<file path="src/rtl/game_pkg.sv">
// Shared types and defaults for the duck-game controller: state encoding,
// play-button geometry defaults and the RGB bus width.
package game_pkg;

    localparam int unsigned RGB_W  = 12;
    localparam int unsigned GEOM_W = 11;

    typedef enum logic [1:0] {
        ST_IDLE  = 2'd0,
        ST_WAIT  = 2'd1,
        ST_GAME  = 2'd2,
        ST_SCORE = 2'd3
    } state_e;

    localparam logic [GEOM_W-1:0] DEF_BTN_HSTART = 11'd380;
    localparam logic [GEOM_W-1:0] DEF_BTN_VSTART = 11'd186;
    localparam logic [GEOM_W-1:0] DEF_BTN_HLEN   = 11'd300;
    localparam logic [GEOM_W-1:0] DEF_BTN_VLEN   = 11'd100;

endpackage

</file>
<file path="src/rtl/game_fsm_param_if.sv">
// Control, pixel and status bundle between the game controller and its
// environment. The controller sits on the slave modport.
interface game_fsm_param_if #(
    parameter int unsigned TIME_W  = 7,
    parameter int unsigned ROUND_W = 2,
    parameter int unsigned SCORE_W = 8,
    parameter int unsigned RGB_W   = game_pkg::RGB_W
);
    logic                       play_clicked;
    logic                       uart_start;
    logic                       stop_clicked;
    logic                       duck_hit;
    logic [RGB_W-1:0]           rgb_idle;
    logic [RGB_W-1:0]           rgb_wait;
    logic [RGB_W-1:0]           rgb_game;
    logic [RGB_W-1:0]           rgb_score;
    logic [RGB_W-1:0]           rgb_out;
    logic [1:0]                 state;
    logic [TIME_W-1:0]          time_left;
    logic [ROUND_W-1:0]         round_idx;
    logic [SCORE_W-1:0]         score;
    logic                       round_end;
    logic [game_pkg::GEOM_W-1:0] btn_hstart;
    logic [game_pkg::GEOM_W-1:0] btn_vstart;
    logic [game_pkg::GEOM_W-1:0] btn_hlen;
    logic [game_pkg::GEOM_W-1:0] btn_vlen;

    modport master (
        output play_clicked, uart_start, stop_clicked, duck_hit,
        output rgb_idle, rgb_wait, rgb_game, rgb_score,
        input  rgb_out, state, time_left, round_idx, score, round_end,
        input  btn_hstart, btn_vstart, btn_hlen, btn_vlen
    );

    modport slave (
        input  play_clicked, uart_start, stop_clicked, duck_hit,
        input  rgb_idle, rgb_wait, rgb_game, rgb_score,
        output rgb_out, state, time_left, round_idx, score, round_end,
        output btn_hstart, btn_vstart, btn_hlen, btn_vlen
    );

endinterface

</file>
<file path="src/rtl/round_timer.sv">
// Round timer: prescaler producing a tick every TICK_DIV clocks while running,
// and a down-counter of ticks left in the round with expiry detection.
module round_timer #(
    parameter int unsigned TICK_DIV = 65_000_000,
    parameter int unsigned TIME_W   = 7
) (
    input  logic              clk_i,
    input  logic              rst_ni,
    input  logic              run_i,
    input  logic              load_i,
    input  logic [TIME_W-1:0] game_time_i,
    output logic              tick_o,
    output logic [TIME_W-1:0] time_left_o,
    output logic              expired_o
);

    localparam int unsigned PRESC_W = $clog2(TICK_DIV);
    localparam logic [PRESC_W-1:0] PRESC_MAX = PRESC_W'(TICK_DIV - 1);

    logic [PRESC_W-1:0] presc_q, presc_d;
    logic [TIME_W-1:0]  time_q, time_d;

    assign tick_o      = run_i && (presc_q == PRESC_MAX);
    assign expired_o   = tick_o && (time_q == TIME_W'(1));
    assign time_left_o = time_q;

    always_comb begin
        presc_d = presc_q;
        time_d  = time_q;
        if (load_i) begin
            presc_d = '0;
            time_d  = game_time_i;
        end else if (!run_i) begin
            presc_d = '0;
        end else begin
            presc_d = tick_o ? '0 : presc_q + 1'b1;
            // Expiry lands here too: time_left 1 -> 0 on the final tick.
            if (tick_o && (time_q != '0)) begin
                time_d = time_q - 1'b1;
            end
        end
    end

    always_ff @(posedge clk_i or negedge rst_ni) begin
        if (!rst_ni) begin
            presc_q <= '0;
            time_q  <= '0;
        end else begin
            presc_q <= presc_d;
            time_q  <= time_d;
        end
    end

endmodule

</file>
<file path="src/rtl/game_fsm_param.sv">
// Duck-game top controller: IDLE/WAIT/GAME/SCORE sequencing, multi-round play,
// saturating hit score, registered pixel source select and play-button geometry.
module game_fsm_param
    import game_pkg::*;
#(
    parameter int unsigned TICK_DIV   = 65_000_000,
    parameter int unsigned GAME_TIME  = 60,
    parameter int unsigned ROUNDS     = 1,
    parameter int unsigned TIME_W     = 7,
    parameter int unsigned ROUND_W    = 2,
    parameter int unsigned SCORE_W    = 8,
    parameter int unsigned RGB_W      = game_pkg::RGB_W,
    parameter int unsigned BTN_HSTART = DEF_BTN_HSTART,
    parameter int unsigned BTN_VSTART = DEF_BTN_VSTART,
    parameter int unsigned BTN_HLEN   = DEF_BTN_HLEN,
    parameter int unsigned BTN_VLEN   = DEF_BTN_VLEN
) (
    input logic               pclk,
    input logic               rst_n,
    game_fsm_param_if.slave   io
);

    localparam logic [TIME_W-1:0]  TIME_INIT  = TIME_W'(GAME_TIME);
    localparam logic [ROUND_W-1:0] LAST_ROUND = ROUND_W'(ROUNDS - 1);

    state_e             state_q;
    logic [ROUND_W-1:0] round_q;
    logic [SCORE_W-1:0] score_q;
    logic               round_end_q;
    logic [RGB_W-1:0]   rgb_q;
    logic [GEOM_W-1:0]  hstart_q, vstart_q, hlen_q, vlen_q;

    logic              tmr_run, tmr_load, tmr_tick, tmr_expired;
    logic [TIME_W-1:0] time_left;
    logic              last_round;

    assign last_round = (round_q == LAST_ROUND);
    assign tmr_run    = (state_q == ST_GAME);
    // Reload for the next round only when the expiry is not pre-empted by an abort.
    assign tmr_load   = ((state_q == ST_WAIT) && io.uart_start) ||
                        (tmr_expired && !io.stop_clicked && !last_round);

    round_timer #(
        .TICK_DIV (TICK_DIV),
        .TIME_W   (TIME_W)
    ) u_round_timer (
        .clk_i       (pclk),
        .rst_ni      (rst_n),
        .run_i       (tmr_run),
        .load_i      (tmr_load),
        .game_time_i (TIME_INIT),
        .tick_o      (tmr_tick),
        .time_left_o (time_left),
        .expired_o   (tmr_expired)
    );

    always_ff @(posedge pclk or negedge rst_n) begin
        if (!rst_n) begin
            state_q     <= ST_IDLE;
            round_q     <= '0;
            score_q     <= '0;
            round_end_q <= 1'b0;
            rgb_q       <= '0;
            hstart_q    <= '0;
            vstart_q    <= '0;
            hlen_q      <= '0;
            vlen_q      <= '0;
        end else begin
            round_end_q <= tmr_tick && tmr_expired;

            case (state_q)
                ST_WAIT:  rgb_q <= io.rgb_wait;
                ST_GAME:  rgb_q <= io.rgb_game;
                ST_SCORE: rgb_q <= io.rgb_score;
                default:  rgb_q <= io.rgb_idle;
            endcase

            if (state_q == ST_IDLE) begin
                hstart_q <= GEOM_W'(BTN_HSTART);
                vstart_q <= GEOM_W'(BTN_VSTART);
                hlen_q   <= GEOM_W'(BTN_HLEN);
                vlen_q   <= GEOM_W'(BTN_VLEN);
            end else begin
                hstart_q <= '0;
                vstart_q <= '0;
                hlen_q   <= '0;
                vlen_q   <= '0;
            end

            case (state_q)
                ST_IDLE: begin
                    if (io.play_clicked) begin
                        state_q <= ST_WAIT;
                        score_q <= '0;
                        round_q <= '0;
                    end
                end
                ST_WAIT: begin
                    if (io.uart_start) begin
                        state_q <= ST_GAME;
                    end
                end
                ST_GAME: begin
                    if (io.duck_hit && (score_q != {SCORE_W{1'b1}})) begin
                        score_q <= score_q + 1'b1;
                    end
                    if (io.stop_clicked) begin
                        state_q <= ST_SCORE;
                    end else if (tmr_expired) begin
                        if (last_round) begin
                            state_q <= ST_SCORE;
                        end else begin
                            round_q <= round_q + 1'b1;
                        end
                    end
                end
                ST_SCORE: begin
                    if (io.stop_clicked) begin
                        state_q <= ST_IDLE;
                    end
                end
                default: state_q <= ST_IDLE;
            endcase
        end
    end

    assign io.state      = state_q;
    assign io.time_left  = time_left;
    assign io.round_idx  = round_q;
    assign io.score      = score_q;
    assign io.round_end  = round_end_q;
    assign io.rgb_out    = rgb_q;
    assign io.btn_hstart = hstart_q;
    assign io.btn_vstart = vstart_q;
    assign io.btn_hlen   = hlen_q;
    assign io.btn_vlen   = vlen_q;

endmodule

</file>
<file path="src/flat_wrapper.sv">
// flat-port wrapper written by rule: the top's interface ports become plain ports
module game_fsm_param_flat import game_pkg::*;
#(
    parameter int unsigned TICK_DIV   = 65_000_000,
    parameter int unsigned GAME_TIME  = 60,
    parameter int unsigned ROUNDS     = 1,
    parameter int unsigned TIME_W     = 7,
    parameter int unsigned ROUND_W    = 2,
    parameter int unsigned SCORE_W    = 8,
    parameter int unsigned RGB_W      = game_pkg::RGB_W,
    parameter int unsigned BTN_HSTART = DEF_BTN_HSTART,
    parameter int unsigned BTN_VSTART = DEF_BTN_VSTART,
    parameter int unsigned BTN_HLEN   = DEF_BTN_HLEN,
    parameter int unsigned BTN_VLEN   = DEF_BTN_VLEN
)
  (pclk, rst_n, io_play_clicked, io_uart_start, io_stop_clicked, io_duck_hit, io_rgb_idle, io_rgb_wait, io_rgb_game, io_rgb_score, io_rgb_out, io_state, io_time_left, io_round_idx, io_score, io_round_end, io_btn_hstart, io_btn_vstart, io_btn_hlen, io_btn_vlen);
  game_fsm_param_if #(.TIME_W(TIME_W), .ROUND_W(ROUND_W), .SCORE_W(SCORE_W), .RGB_W(RGB_W)) io_i ();
  input logic pclk;
  input logic rst_n;
  input wire logic [$bits(io_i.play_clicked)-1:0] io_play_clicked;
  input wire logic [$bits(io_i.uart_start)-1:0] io_uart_start;
  input wire logic [$bits(io_i.stop_clicked)-1:0] io_stop_clicked;
  input wire logic [$bits(io_i.duck_hit)-1:0] io_duck_hit;
  input wire logic [$bits(io_i.rgb_idle)-1:0] io_rgb_idle;
  input wire logic [$bits(io_i.rgb_wait)-1:0] io_rgb_wait;
  input wire logic [$bits(io_i.rgb_game)-1:0] io_rgb_game;
  input wire logic [$bits(io_i.rgb_score)-1:0] io_rgb_score;
  output wire logic [$bits(io_i.rgb_out)-1:0] io_rgb_out;
  output wire logic [$bits(io_i.state)-1:0] io_state;
  output wire logic [$bits(io_i.time_left)-1:0] io_time_left;
  output wire logic [$bits(io_i.round_idx)-1:0] io_round_idx;
  output wire logic [$bits(io_i.score)-1:0] io_score;
  output wire logic [$bits(io_i.round_end)-1:0] io_round_end;
  output wire logic [$bits(io_i.btn_hstart)-1:0] io_btn_hstart;
  output wire logic [$bits(io_i.btn_vstart)-1:0] io_btn_vstart;
  output wire logic [$bits(io_i.btn_hlen)-1:0] io_btn_hlen;
  output wire logic [$bits(io_i.btn_vlen)-1:0] io_btn_vlen;
  assign io_i.play_clicked = io_play_clicked;
  assign io_i.uart_start = io_uart_start;
  assign io_i.stop_clicked = io_stop_clicked;
  assign io_i.duck_hit = io_duck_hit;
  assign io_i.rgb_idle = io_rgb_idle;
  assign io_i.rgb_wait = io_rgb_wait;
  assign io_i.rgb_game = io_rgb_game;
  assign io_i.rgb_score = io_rgb_score;
  assign io_rgb_out = io_i.rgb_out;
  assign io_state = io_i.state;
  assign io_time_left = io_i.time_left;
  assign io_round_idx = io_i.round_idx;
  assign io_score = io_i.score;
  assign io_round_end = io_i.round_end;
  assign io_btn_hstart = io_i.btn_hstart;
  assign io_btn_vstart = io_i.btn_vstart;
  assign io_btn_hlen = io_i.btn_hlen;
  assign io_btn_vlen = io_i.btn_vlen;
  game_fsm_param #(.TICK_DIV(TICK_DIV), .GAME_TIME(GAME_TIME), .ROUNDS(ROUNDS), .TIME_W(TIME_W), .ROUND_W(ROUND_W), .SCORE_W(SCORE_W), .RGB_W(RGB_W), .BTN_HSTART(BTN_HSTART), .BTN_VSTART(BTN_VSTART), .BTN_HLEN(BTN_HLEN), .BTN_VLEN(BTN_VLEN)) u_core (.pclk(pclk), .rst_n(rst_n), .io(io_i));
endmodule
</file>
<file path="config.mk">
export PLATFORM = sky130hd
export DESIGN_NAME = game_fsm_param_flat
export DESIGN_NICKNAME = d
export VERILOG_FILES = /design/src/rtl/game_pkg.sv /design/src/rtl/game_fsm_param_if.sv /design/src/rtl/round_timer.sv /design/src/rtl/game_fsm_param.sv /design/src/flat_wrapper.sv
export SDC_FILE = /design/constraint.sdc
export NUM_CORES = 1
export LEC_CHECK = 0
export BUFFER_PORTS_ARGS = -buffer_cell sky130_fd_sc_hd__buf_2
export CAP_MARGIN = 10
export CORE_MARGIN = 8
export CORE_UTILIZATION = 40
export CTS_BUF_LIST = sky130_fd_sc_hd__clkbuf_2
export DETAILED_ROUTE_END_ITERATION = 10
export PLACE_DENSITY = 0.67
export SETUP_SLACK_MARGIN = 0.5
export SYNTH_ARGS = -nofsm -noshare
export SYNTH_HDL_FRONTEND = slang
export SYNTH_SLANG_ARGS = --single-unit
</file>
<file path="constraint.sdc">
create_clock -name pclk -period 2.4 [get_ports pclk]
set_input_delay 0 -clock pclk [delete_from_list [all_inputs] [get_ports pclk]]
set_output_delay 0 -clock pclk [all_outputs]
set_load 0.02 [all_outputs]
</file>
# Word-level counts from Yosys, hierarchy flattened
# Cells that the tools add are included.
# Widths: inputs -> output; s select.
[op_classes]
reduce_logical = 21
muxes = 26
n_addsub = 4
n_eq_ne = 15
[ops]
columns = ["cell", "n"]
rows = [
  ["$mux 26", 3],
  ["$pmux 12 s3", 1],
  ["$mux 7", 4],
  ["$add 26x1->26 const B", 1],
  ["$eq 26x26->1 const B", 1],
  ["$mux 8", 3],
  ["$mux 2", 10],
  ["$mux 9", 2],
  ["$pmux 8 s2", 1],
  ["$ne 2x2->1 const B", 5],
  ["$reduce_and 5->1", 2],
  ["$add 8x1->8 const B", 1],
  ["$logic_and 1x1->1", 8],
  ["$ne 8x8->1 const B", 1],
  ["$pmux 2 s4", 1],
  ["$eq 7x1->1 const B", 1],
  ["$reduce_bool 7->1", 1],
  ["$sub 7x1->7 const B", 1],
  ["$ne 3x2->1 const B", 2],
  ["$reduce_bool 2->1", 3],
  ["$eq 2x2->1 const B", 2],
  ["$logic_not 2->1", 2],
  ["$ne 2x1->1 const B", 2],
  ["$pmux 2 s2", 1],
  ["other kinds (6)", 7],
]
[word_totals]
word_cells = 77
regBits = 91

# Depth between registers and ports, before layout
# Gate-level depths: netlist (run 1).
[logic_depth]
depth_word = 8
depth_mapped = 8
depth_no_buf = 7

# Hierarchy
# A second synthesis (run 1) with hierarchy kept.
[unflattened]
cells_unflattened = 380
hier_area_um2 = 3692.3
[by_module_without_submodules]
columns = ["mod", "seq_area_each_um2", "instances", "area_per_inst_um2", "cells_each"]
rows = [
  ["round_timer", 825.8, 1, 1864.3, 192],
  ["game_fsm_param", 650.6, 1, 1828.0, 188],
]

# Least setup slack after synthesis (run 1)
# Ideal clock, no wire load.
[synth_path]
kind = "register -> register"
start = "register u_core.state_q[0], in the netlist u_core.io.state[0]"
end = "register u_core.state_q[1], in the netlist u_core.io.state[1]"
setup_time_ns = 0.128
stages_incl_launch_ff = 8
arrival_time_ns = 2.157
period_less_slack_ns = 2.284
slack_ns = 0.116
path_cell_list = "dfrtp_1 -> inv_1 -> ha_1 -> nor2b_1 -> nand4_1 -> or4_1 -> a31oi_1 -> mux2_1"
[synth_via]
elab_chain_len = 5
[synth_lines]
columns = ["element", "line_no", "source"]
rows = [
  ["start: declaration", "game_fsm_param.sv:26", "state_e state_q;"],
  ["start signal: assignment", "game_fsm_param.sv:59", "state_q <= ST_IDLE;"],
  ["start signal: assignment", "game_fsm_param.sv:93", "state_q <= ST_WAIT;"],
  ["start signal: assignment", "game_fsm_param.sv:100", "state_q <= ST_GAME;"],
  ["$eq 2x2->1", "game_fsm_param.sv:38, game_fsm_param.sv:90", ""],
  ["$logic_and 1x1->1", "round_timer.sv:23", "assign tick_o = run_i && (presc_q == PRESC_MAX);"],
  ["$logic_and 1x1->1", "round_timer.sv:24", "assign expired_o = tick_o && (time_q == TIME_W'(1));"],
  ["$ne 3x2->1 (no source line)", "n/a", ""],
  ["$reduce_and 5->1 (no source line)", "n/a", ""],
]
# Several ways; a longest one is shown, not always the timed one.
# A chain may end at the register's enable or synchronous reset.

# Worst setup path after layout (run 1)
[layout_path]
start = "register u_core.u_round_timer.time_q[2], in the netlist u_core.u_round_timer.time_left_o[2]"
end = "register u_core.state_q[1], in the netlist u_core.io.state[1]"
[layout_via]
elab_chain_len = 4
[layout_lines]
columns = ["element", "line_no", "source"]
rows = [
  ["start: declaration", "round_timer.sv:21", "logic [TIME_W-1:0] time_q, time_d;"],
  ["start signal: assignment", "round_timer.sv:50", "time_q <= time_d;"],
  ["$eq 7x1->1", "round_timer.sv:24", ""],
  ["$logic_and 1x1->1", "round_timer.sv:24", ""],
  ["$ne 3x2->1 (no source line)", "n/a", ""],
  ["$reduce_and 5->1 (no source line)", "n/a", ""],
]
# No other way between the ends.

==> flow_metrics.py, run 1 <==
metrics = {
    "outcome": {
        "status": "complete, no violations",
    },
    "routing": {
        "routedWlPerCell_um": 16.17,
        "route.detailed.drc": 0,
        "vias": 3315,
        "avgViaCountPerCell": 5.053,
        "drt_iter0_drc": 250,
        "drtPass1Iterations": 7,
        "wl_um": 10610,
        "ant_nets": 0,
    },
    "pwr": {
        "irDropWorstVdd_mv": 0.3811,
        "total_power_mw": 3.977,
        "p_leak_nw": 2.353,
        "p_per_area_mw_per_mm2": 795.4,
    },
    "clock_network": {
        "cts_made_buffers": 9,
        "ctsLongestPathBuffers": 2,
        "htreeDepth": 3,
        "numClockSinks": 59,
        "cts_root_buffer": "clkbuf_2",
        "clk_pin_slew_ps": 190,
        "clock_latency_ps": 500,
        "cts_tree": "done",
    },
    "sta": {
        "finalHoldViolCount": 0,
        "whs_ps": 18.13,
        "rsz0062_at_grt": "yes",
        "fin_crit_ps": 2057,
        "setup_violations": 0,
        "tightest_slew_ps": 624.4,
        "fin_crit_sh_pct": 85.69,
        "drv_slew": 0,
        "timing.fmax_mhz": 486.2,
        "clock_skew_ps": 29.96,
        "relSlewSlack_pct": 58.37,
        "tns_ps": 0,
    },
    "global_route": {
        "grt_pass1_wl_um": 15990,
        "use_met3_pct": 4.137,
        "use_met2_pct": 30.33,
        "busiest_layer": "met2",
        "grt_pass1_vias": 3355,
        "grt_use_total_pct": 17.06,
        "grt_max_degree": 29,
        "antenna_found_initial": 0,
        "grt-ovfl-total": 0,
        "met1_usage_pct": 18.23,
    },
    "yosys": {
        "synth.area.top_cells": "dfrtp_1 42%, buf_4 9.3%, xnor2_1 5.0%, mux2i_1 4.0%, nor2_1 3.9%",
        "yosysTopAreaCell": "dfrtp_1",
        "yosysSeqAreaShare_pct": 42.43,
        "synthCells": 364,
        "yosysTopAreaCellShare_pct": 42.43,
        "async_reset_ff_share_pct": 100.0,
        "ys.warnings.count": 0,
        "avgSynthCellArea_um2": 9.559,
        "post_synth_most_frequent_cells": "59 x dfrtp_1, 43 x buf_4, 36 x nor2_1",
        "synth-edff-count": 0,
        "synth_most_common_cell": "dfrtp_1",
        "ys_seq_elements": 59,
        "synth.cell_area_mm2": 0.003480,
        "synth_flop_cell": "dfrtp_1",
        "synth.distinct_cells": 45,
    },
    "setup_path": {
        "critPathSlowestCell": "or4_4",
        "crit_path_max_incr_delay_ps": 530,
        "crit_required_ps": 2810,
        "crit_buf_inv": 0,
        "critPathLaunchType": "flip-flop",
        "cp_top_family": "simple AND/OR/NAND/NOR gates",
        "crit_type": "reg -> reg",
        "path_cells": "nor4_4 -> nand3b_1 -> or4_4 -> a31oi_4 -> mux2_4",
        "crit_path_max_fanout": 2,
        "arrival_ps": 2470,
        "cp-end-kind": "flip-flop",
    },
    "finish": {
        "area_delta_synth_final_pct": 43.69,
        "nets": 606,
        "drive_above_1_share_pct": 34.37,
        "fin_area_mm2": 0.005000,
    },
    "worst_hold_path": {
        "hp-class": "in -> async",
    },
    "placement": {
        "place.gp.congestion": 0.8859,
        "placed_area_mm2": 0.003951,
        "place.port_buffers": 103,
        "hpwl_um": 6606,
    },
    "die": {
        "ios": 130,
        "die_w_um": 109.3,
        "die-area_mm2": 0.01194,
        "start_util_pct": 40.49,
        "rows": 34,
        "core_mm2": 0.008593,
        "die_y_um": 109.3,
    },
    "flow_run": {
        "drv_cap": 0,
    },
}
-- sequential cells by signal, summed over array words and instances, names as in the netlist --
register                          flops
u_core.u_round_timer.presc_q         26
u_core.io.rgb_out                    12
u_core.io.score                       8
u_core.u_round_timer.time_left_o      7
u_core.io.round_idx                   2
u_core.io.state                       2
u_core.io.btn_hlen                    1
u_core.io.round_end                   1
-- cells by family (layout without fill, tap and decap cells) --
logic type	Yosys count	count (layout)	synth area share (%)
and+or+nand+nor	129	129	20.10
DFF	59	59	42.43
xor gates and xnor gates	28	28	7.048
adders and majority gates	10	10	3.596
AOI/OAI and AO/OA	39	39	8.702
buffers and inverters	83	241	13.66
other	1	27	0.1078
muxes	15	15	4.351
-- metrics by stage --
step | util (%) | setup WS (ps) | std cells
after floorplan | - | 234.3 | 389
after global placement | 45.98 | 204.3 | 556
after detailed placement | 45.98 | 156.4 | 556
after CTS | 56.48 | 367.6 | 644
after global routing | 58.15 | 296.8 | 655
final | 58.18 | 343.4 | 656
-- cells in the final DEF, fill, tap and decap left out, types with 3 or more instances in the layout --
| cell type | netlist | layout |
|---|---|---|
| ha_1 | 10 | 6 |
| nor3_1 | 8 | 8 |
| a21boi_1 | 4 | 3 |
| and2_1 | 4 | 4 |
| or3_1 | 3 | 3 |
| dfrtp_1 | 59 | 53 |
| dfrtp_2 | 0 | 6 |
| nor2_1 | 36 | 36 |
| nand3_1 | 15 | 15 |
| clkbuf_2 | 0 | 10 |
| conb_1 | 1 | 26 |
| buf_4 | 43 | 36 |
| a222oi_1 | 12 | 12 |
| buf_6 | 0 | 4 |
| nand2_1 | 18 | 18 |
| mux2i_1 | 14 | 14 |
| xor2_1 | 8 | 8 |
| inv_1 | 27 | 26 |
| dlygate4sd3_1 | 0 | 53 |
| xnor2_1 | 20 | 20 |
| nand4_1 | 10 | 10 |
| buf_2 | 2 | 103 |
| nor4_1 | 9 | 6 |
| nor4_4 | 0 | 3 |
| o31ai_1 | 5 | 4 |
| o21ai_1 | 8 | 8 |
| and3_1 | 6 | 6 |
| nor4b_2 | 2 | 4 |
-- area by class of cell --
type	instances	area, µm²
inverters	28	105.1
well taps	108	135.1
diodes	1	2.502
fillers	744	3593
clock buffers	10	50.05
repair buffers	197	1381
clock inverters	6	80.08
flip-flops and latches	59	1484
multi-input cells	247	1762
-- routing by layer --
metal	wire [µm]	share of wire, %
met3	975	9.2
met5	0	0
met2	5574	53
met1	3834	36
met4	221	2.1
-- power breakdown --
part,total [mW],switching [mW],internal (mW)
Sequential,1.24,0.0871,1.15
Clock,0.724,0.383,0.341
Combinational,2.01,1.18,0.835
Total,3.98,1.65,2.33
-- worst register-to-register path, delay by kind of cell (launching register included) --
family          cells  cell delay, ps
compound gates      1             230
flops               1             460
simple gates        3             970
mux                 1             310
-- what timing repair did --
| action | 4_1_cts | 5_1_grt |
|---|---|---|
| endpoints found under the hold margin | 72 | 0 |
| hold buffers | 53 | 0 |
| pin swaps | 11 | 11 |
| resized for setup | 23 | 12 |
| buffers inserted | 19 | 11 |
| endpoints found under the setup margin | 40 | 41 |
-- path summary, 6_finish.rpt --
check | depth (start not counted) | slack (ps) | from | to
max reg2reg | 5 | 340 | u_core.u_round_timer.time_left_o[2]$_DFFE_PN0P_ | u_core.io.state[1]$_DFFE_PN0P_
min | 2 | 20 | rst_n | u_core.u_round_timer.presc_q[14]$_DFF_PN0_
min in group pclk | 4 | 260 | io_rgb_idle[8] | u_core.io.rgb_out[8]$_DFF_PN0_
max | 5 | 340 | u_core.u_round_timer.time_left_o[2]$_DFFE_PN0P_ | u_core.io.state[1]$_DFFE_PN0P_
min reg2reg | 1 | 470 | u_core.u_round_timer.presc_q[0]$_DFF_PN0_ | u_core.u_round_timer.presc_q[0]$_DFF_PN0_
max in group asynchronous | 3 | 1640 | rst_n | u_core.u_round_timer.presc_q[6]$_DFF_PN0_
No activity file was read; power rests on OpenSTA's default activity.
==> run 2: changes to the inputs <==
Settings changed: CORE_UTILIZATION 40 to 51, PLACE_DENSITY 0.67 to 0.82, SETUP_SLACK_MARGIN 0.5 to unset.
==> run 2 against run 1 <==
Compared with the run above:
- design area decreased by 13%
- non-clock buffer count decreased by 53
- clock-buffer cell count unchanged
- hold slack improved by 330 ps
- die area decreased by 19%
- first-iteration DRC count increased by 13%
- global-route usage increased by 1.6 points
- register-to-register slack got worse by 170 ps
- sequential power about the same
- core utilization increased by 7.0 points
==> flow_metrics.py, run 2 (synthesis results as in run 1) <==
metrics = {
    "outcome": {
        "status": "complete, no violations",
    },
    "die": {
        "die_y_um": 98.60,
        "ios": 130,
        "rows": 30,
        "die-area_mm2": 0.009722,
        "start_util_pct": 52.08,
        "die_w_um": 98.60,
        "core_mm2": 0.006681,
    },
    "sta": {
        "setup_ws_ps": 170.6,
        "timing.fmax_mhz": 448.5,
        "setup_violations": 0,
        "relSlewSlack_pct": 62.38,
        "clock_skew_ps": 27.46,
        "drv_slew": 0,
        "rsz0062_at_grt": "no",
        "whs_ps": 344.6,
        "fin_crit_ps": 2229,
        "fin_crit_sh_pct": 92.89,
        "tightest_slew_ps": 559.6,
        "tns_ps": 0,
        "finalHoldViolCount": 0,
    },
    "routing": {
        "ant_nets": 0,
        "route.met3.wl_um": 823,
        "wl_met2_um": 4700,
        "wl_met1_um": 3567,
        "top_layer": "met4",
        "wl_um": 9230,
        "drt_iter0_drc": 282,
        "drtPass1Iterations": 6,
        "routedWlPerCell_um": 16.08,
        "vias": 3092,
        "avgViaCountPerCell": 5.387,
        "route.detailed.drc": 0,
    },
    "setup_path": {
        "crit_path_max_incr_delay_ps": 460,
        "crit_type": "reg -> reg",
        "arrival_ps": 2590,
        "critPathLaunchType": "flip-flop",
        "cp-end-kind": "flip-flop",
        "r2r_end": "u_core.io.state[1]$_DFFE_PN0P_",
        "worstRegToRegCells": 5,
        "path_cells": "nor4_1 -> nand3b_1 -> or4_1 -> a31oi_1 -> mux2_1",
        "crit_required_ps": 2760,
        "worstReg2RegStart": "u_core.u_round_timer.time_left_o[2]$_DFFE_PN0P_",
        "critPathSlowestCell": "dfrtp_1",
        "rrSetupSlack_ps": 170,
        "crit_path_max_fanout": 6,
    },
    "global_route": {
        "grt_pass1_wl_um": 14840,
        "antenna_found_initial": 0,
        "grt_use_total_pct": 18.70,
        "grt-ovfl-total": 0,
        "grt_pass1_vias": 3086,
        "grt_max_degree": 37,
    },
    "placement": {
        "place.port_buffers": 103,
        "dp_cells": 527,
        "place_ws_ps": 191.9,
        "placed_area_mm2": 0.003894,
        "hpwl_um": 6647,
        "place.gp.congestion": 0.8839,
    },
    "clock_network": {
        "ctsLongestPathBuffers": 2,
        "numClockSinks": 59,
        "cts_root_buffer": "clkbuf_2",
        "cts_made_buffers": 9,
        "clock_latency_ps": 480,
        "htreeDepth": 3,
        "clk_pin_slew_ps": 170,
        "cts_tree": "done",
    },
    "finish": {
        "largest_reg_flops": 26,
        "finalNonFillerCells": 574,
        "regArea_mm2": 0.001476,
        "final_cell_mix": "103 x buf_2, 59 x dfrtp_1, 36 x nor2_1",
        "nets": 553,
        "regMostFlops": "u_core.u_round_timer.presc_q",
        "fin_area_mm2": 0.004358,
        "multi_input_area_mm2": 0.001622,
        "fillCellCount": 530,
        "postLayoutCoreUtil_pct": 65.22,
        "area_delta_synth_final_pct": 25.24,
        "layout_commonest_cell": "buf_2",
        "drive_above_1_share_pct": 27.13,
        "antenna_cells": 0,
    },
    "worst_hold_path": {
        "hp-class": "in -> reg",
        "whs_endpoint": "u_core.io.rgb_out[0]$_DFF_PN0_",
        "hold_start": "io_rgb_score[0]",
        "hold_path_depth": 4,
    },
    "pwr": {
        "p_per_area_mw_per_mm2": 900.9,
        "total_power_mw": 3.926,
        "p_leak_nw": 2.098,
        "irDropWorstVdd_mv": 0.3662,
    },
    "flow_run": {
        "drv_cap": 0,
    },
}
[run 2: area by class of cell]
cell class                 instances  share of cell area (%)
clock buffer                      10                   1.148
clock inverter                     6                   2.383
inverter                          28                   2.412
multi-input combinational        247                   37.21
sequential                        59                   33.88
tap                               80                   2.297
timing repair buffer             144                   20.67
[run 2: timing repair]
item                                   4_1_cts  5_1_grt
buffers inserted                             0        0
endpoints found under the hold margin       87        0
gates resized for setup                      0        0
hold buffers                                31        0
[run 2: worst max-delay path: cells and delay by family, from the launching register on]
kind / cells / cell delay (ps)
compound gates: 1 / 260
flops: 1 / 460
simple gates: 3 / 1080
mux: 1 / 350
[run 2: worst max-delay path by stage]
stage | start | endpoint | slack (ps) | depth (start not counted)
after floorplan | u_core.io.state[0]$_DFFE_PN0P_ | u_core.io.state[1]$_DFFE_PN0P_ | 120 | 7
after global placement | u_core.u_round_timer.time_left_o[2]$_DFFE_PN0P_ | u_core.io.state[1]$_DFFE_PN0P_ | 230 | 5
after detailed placement | u_core.u_round_timer.time_left_o[2]$_DFFE_PN0P_ | u_core.io.state[1]$_DFFE_PN0P_ | 190 | 5
after CTS | u_core.io.state[0]$_DFFE_PN0P_ | u_core.io.state[1]$_DFFE_PN0P_ | 180 | 7
after global routing | u_core.u_round_timer.time_left_o[2]$_DFFE_PN0P_ | u_core.io.state[1]$_DFFE_PN0P_ | 20 | 5
final | u_core.u_round_timer.time_left_o[2]$_DFFE_PN0P_ | u_core.io.state[1]$_DFFE_PN0P_ | 170 | 5
[run 2: layer usage]
layer  track usage (%)  up-vias
met4             6.848        0
met3             6.695       16
met1             19.72     1476
met2             33.44      141
met5                 0        -
li1                  -     1459
[run 2: where the power goes]
| group | internal, mW | switching, mW | leakage (nW) | total, mW |
|---|---|---|---|---|
| clock | 0.448 | 0.365 | 0.0933 | 0.813 |
| combinational | 0.775 | 1.09 | 1.23 | 1.86 |
| sequential | 1.15 | 0.102 | 0.776 | 1.25 |
